## config.mk

```make
export PLATFORM = sky130hd
export DESIGN_NAME = quadrature_generator
export DESIGN_NICKNAME = d
export VERILOG_FILES = /design/src/rtl/quadrature_generator.sv
export SDC_FILE = /design/constraint.sdc
export NUM_CORES = 1
export LEC_CHECK = 0
export ABC_AREA = 1
export CORE_MARGIN = 2
export CORE_UTILIZATION = 35
export CTS_CLUSTER_SIZE = 30
export DETAILED_ROUTE_END_ITERATION = 6
export PLACE_DENSITY_LB_ADDON = 0.2
export SLEW_MARGIN = 40
export SYNTH_ARGS = -nofsm -noshare
export SYNTH_HDL_FRONTEND = slang
export SYNTH_SLANG_ARGS = --single-unit
```

## constraint.sdc

```tcl
create_clock -name clk -period 2.09 [get_ports clk]
set_input_delay 0.418 -clock clk [delete_from_list [all_inputs] [get_ports clk]]
set_output_delay 0.418 -clock clk [all_outputs]
set_load 0.02 [all_outputs]
```

## src/rtl/quadrature_generator.sv

```systemverilog
// Quadrature (A/B) pulse-train transmitter: emits a commanded number of edges
// at a fixed edge period, tracking a signed position count.
module quadrature_generator #(
   parameter int CNT_W = 16,
   parameter int PER_W = 16,
   parameter int POS_W = 32
) (
   input  logic             clk,
   input  logic             rst,
   // Command handshake: a command transfers on a rising edge where
   // cmd_valid & cmd_ready are both high; cmd_ready depends only on state
   // and rst, and the producer must hold cmd_* stable while cmd_valid waits.
   input  logic             cmd_valid,
   output logic             cmd_ready,
   input  logic             cmd_dir,
   input  logic [CNT_W-1:0] cmd_steps,
   input  logic [PER_W-1:0] cmd_period,
   input  logic             abort,
   output logic             chA,
   output logic             chB,
   output logic             busy,
   output logic             done,
   output logic             aborted,
   output logic [POS_W-1:0] position,
   output logic             state_dbg
);

   typedef enum logic {
      S_IDLE = 1'b0,
      S_RUN  = 1'b1
   } state_t;

   state_t           state_q, state_d;
   logic             dir_q, dir_d;
   logic [CNT_W-1:0] steps_q, steps_d;
   logic [PER_W-1:0] reload_q, reload_d;
   logic [PER_W-1:0] timer_q, timer_d;
   logic             cha_q, cha_d;
   logic             chb_q, chb_d;
   logic [POS_W-1:0] pos_q, pos_d;
   logic             done_q, done_d;
   logic             aborted_q, aborted_d;

   logic             accept;
   logic             toggle_a;
   logic [PER_W-1:0] cmd_reload;

   assign cmd_ready  = (state_q == S_IDLE) & ~rst;
   assign accept     = cmd_valid & cmd_ready;
   // Timer holds P-1; a zero period behaves as a period of one.
   assign cmd_reload = (cmd_period == '0) ? '0 : cmd_period - PER_W'(1);

   always_comb begin
      state_d   = state_q;
      dir_d     = dir_q;
      steps_d   = steps_q;
      reload_d  = reload_q;
      timer_d   = timer_q;
      cha_d     = cha_q;
      chb_d     = chb_q;
      pos_d     = pos_q;
      done_d    = 1'b0;
      aborted_d = aborted_q;
      // Forward advances A when A==B, else B; reverse is the mirror image.
      toggle_a  = ((cha_q == chb_q) == dir_q);

      case (state_q)
         S_IDLE: begin
            if (accept) begin
               dir_d     = cmd_dir;
               steps_d   = cmd_steps;
               reload_d  = cmd_reload;
               timer_d   = cmd_reload;
               aborted_d = 1'b0;
               if (cmd_steps == '0) begin
                  done_d = 1'b1;
               end else begin
                  state_d = S_RUN;
               end
            end
         end
         S_RUN: begin
            if (abort) begin
               // Abort takes priority over an edge due on the same clock.
               state_d   = S_IDLE;
               done_d    = 1'b1;
               aborted_d = 1'b1;
            end else if (timer_q == '0) begin
               if (toggle_a) begin
                  cha_d = ~cha_q;
               end else begin
                  chb_d = ~chb_q;
               end
               pos_d   = dir_q ? pos_q + POS_W'(1) : pos_q - POS_W'(1);
               timer_d = reload_q;
               steps_d = steps_q - CNT_W'(1);
               if (steps_q == CNT_W'(1)) begin
                  state_d = S_IDLE;
                  done_d  = 1'b1;
               end
            end else begin
               timer_d = timer_q - PER_W'(1);
            end
         end
      endcase
   end

   always_ff @(posedge clk) begin
      if (rst) begin
         state_q   <= S_IDLE;
         dir_q     <= 1'b0;
         steps_q   <= '0;
         reload_q  <= '0;
         timer_q   <= '0;
         cha_q     <= 1'b0;
         chb_q     <= 1'b0;
         pos_q     <= '0;
         done_q    <= 1'b0;
         aborted_q <= 1'b0;
      end else begin
         state_q   <= state_d;
         dir_q     <= dir_d;
         steps_q   <= steps_d;
         reload_q  <= reload_d;
         timer_q   <= timer_d;
         cha_q     <= cha_d;
         chb_q     <= chb_d;
         pos_q     <= pos_d;
         done_q    <= done_d;
         aborted_q <= aborted_d;
      end
   end

   assign chA       = cha_q;
   assign chB       = chb_q;
   assign busy      = (state_q == S_RUN);
   assign done      = done_q;
   assign aborted   = aborted_q;
   assign position  = pos_q;
   assign state_dbg = state_q;

endmodule

```

==> reports/results.txt <==
worst vdd ir -> 0.0004121 V
TNS Setup -> -1205 ps
final hold vios -> 0
Mapped Cells -> 1136
antenna violations before repair -> 0
Clk Latency, worst-skew pair -> 360 ps
maxcap violations -> 0
RSZ-0062 raised after global routing -> yes
Syn Area/Cell -> 6.060 sq um
core footprint -> 19400 sq um
final worst path period need -> 2231 ps
DRT Wirelength -> 22070 microns
Worst setup EP type -> flip-flop
Vias -> 7690
syn nets -> 1210
Die X -> 144.2 microns
Port Buffers -> 75
Synth Register Bits -> 86
Pwr Density -> 545.6 nW/um^2
layout cells sized above 1 -> 0.2315
crit share post-route -> 1.067
Initial Utilization -> 0.3549
dpl hpwl -> 16020 microns
Worst Setup Start Kind -> flip-flop
Fmax -> 448.2 MHz
post-DR vias/cell -> 4.873
arrival time worst endpoint -> 2480 ps
worst rel slew slack -> 0.7658
Post-synth EDFFs -> 0
HP Class -> flip-flop to flip-flop
antenna viol nets, final -> 0
Placer Congestion -> 0.9197
asr flop ratio synth -> 0
largest net degree at the start of global routing -> 47
status -> complete, but fails checks
TritonRoute pass-1 iters -> 5
H-tree Lvls -> 3
post-synth cell types -> 43
kind of critical path -> flip-flop to flip-flop
clock skew -> 12.32 ps
clock buffer depth -> 2
Cell Area, Synth -> 6884 sq um
leakage power -> 4.768 nW
DRC -> 0
actual transition at the worst max-transition pin -> 348.1 ps
failing checks -> negative setup slack
DRT iter0 DRCs -> 397
CTS buffer count -> 9
Wirelength per Cell -> 13.99 microns
Final Slew Violations -> 0
Data required, critical path -> 2340 ps
first-pass GRT wire length -> 34050 microns
GRT overflow -> 0
fin nets -> 1382
Seq/Total Area, Yosys -> 0.2501
gr usage total -> 0.2053
final hold slack -> 472.0 ps
ant diodes -> 0
Total Die Area -> 20810 sq um
row cnt -> 51
Final WS setup -> -141.1 ps
Tot Pwr -> 5.371 mW
Syn. warnings -> 0
CTS tree -> done
Die Y -> 144.2 microns
final number of setup-violating endpoints -> 17
CP max FO -> 7
Top-Level Pins -> 76
ys flop type -> dfxtp_1
cts-stage hold buffer count -> 0
vias in the first global route -> 7088
CTS clk-pin slew, worst paths -> 70 ps
Syn-to-layout area delta -> 43.02%
root buffer cell -> clkbuf_16
clock sink count -> 86
layer usage:
| layer | GRT usage | wire length [microns] | up-vias |
|---|---|---|---|
| li1 | - | - | 4008 |
| met1 | 0.2635 | 9996 | 3459 |
| met2 | 0.3531 | 10620 | 175 |
| met3 | 0.03543 | 848 | 48 |
| met4 | 0.06081 | 602 | 0 |
| met5 | 0 | 0 | - |
report_power, final:
part	switching [mW]	total (mW)	internal, mW	leakage, nW
Sequential	0.0771	1.80	1.72	0.703
Combinational	1.01	1.74	0.732	3.90
Clock	0.741	1.83	1.09	0.163
Total	1.83	5.37	3.55	4.77
synth_stat cells, types with 7 or more instances:
| library cell | count | area [sq um] |
|---|---|---|
| nor3_1 | 8 | 40.04 |
| o21bai_1 | 11 | 82.58 |
| o21ai_1 | 7 | 35.03 |
| xor2_1 | 24 | 210.2 |
| o21a_1 | 13 | 97.59 |
| nand3_1 | 96 | 480.5 |
| inv_1 | 146 | 548.0 |
| o21ai_0 | 72 | 360.4 |
| xnor2_1 | 10 | 87.58 |
| nor2_1 | 137 | 514.2 |
| nor2_2 | 9 | 56.30 |
| nand4_1 | 8 | 50.05 |
| dfxtp_1 | 86 | 1722 |
| ha_1 | 36 | 450.4 |
| buf_2 | 9 | 45.04 |
| clkbuf_1 | 13 | 48.80 |
| nand2_1 | 309 | 1160 |
| a21oi_1 | 71 | 355.3 |
cells by family after synthesis:
family                     Yosys count  share of synthesized area
buffers and inverters              186                     0.1098
adders and majority gates           37                    0.06834
xor gates and xnor gates            34                    0.04326
and+or+nand+nor                    595                     0.3651
DFF                                 86                     0.2501
AOI/OAI and AO/OA                  198                     0.1634
metrics by stage:
step	area, sq um	setup WS (ps)	utilization	cells
floorplan	6909	-156.0	-	1136
global placement	8687	-468.6	0.4478	1553
detailed placement	8687	-377.8	0.4478	1553
CTS	9145	-97.88	0.4714	1570
global route	9846	-272.3	0.5075	1578
finish	9846	-141.1	0.5075	1578
critical path, cell delays in order, from the launching register on:
cell and delay [ps]:
dfxtp_4 360, clkinvlp_4 110, buf_12 160, clkbuf_16 170, ha_4 320, nand2_2 120, nor2_4 130, inv_2 60
nor2_1 140, nand2_2 90, nand2_4 100, nand2_2 80, nand3_1 100, nand3_1 80, nand2_1 70, inv_1 30
registers in the layout, indices dropped and copies added, names as in the netlist:
register / flops
position: 32
reload_q: 16
steps_q: 16
timer_q: 16
aborted: 1
busy: 1
chA: 1
chB: 1
dir_q: 1
done: 1
cells in the final DEF (no fill, tap or decap), types with 19 or more instances in the layout:
master,count
nor2_2,24
dfxtp_1,84
nand2_1,268
nand3_1,91
a21oi_2,19
xor2_1,23
inv_1,138
clkdlybuf4s50_1,75
ha_4,24
buf_4,108
a21oi_1,50
o21ai_0,63
nor2_1,116
nand2_2,34
timing repair:
item	CTS	global route
setup buffers	1	5
pin swaps	1	24
resized for setup	27	137
cloned	0	3
endpoints found under the setup margin	23	24
final cells by class:
cell class / count / area [sq um]
Clock buffer: 10 / 239.0
Clock inverter: 6 / 91.34
Fill cell: 1957 / 9553
Inverter: 154 / 586.8
Multi-Input combinational cell: 864 / 5125
Sequential cell: 86 / 1727
Tap cell: 265 / 331.6
Timing Repair Buffer: 193 / 1745
final timing paths:
kind,from,to,slack [ps],cells past startpoint
max,dir_q$_SDFFE_PP0P_,position[29]$_SDFFE_PP0P_,-140,15
min,reload_q[4]$_SDFFE_PP0P_,reload_q[4]$_SDFFE_PP0P_,470,2
max reg2reg,dir_q$_SDFFE_PP0P_,position[29]$_SDFFE_PP0P_,-140,15
min reg2reg,reload_q[4]$_SDFFE_PP0P_,reload_q[4]$_SDFFE_PP0P_,470,2
No activity file was read; power rests on OpenSTA's default activity.
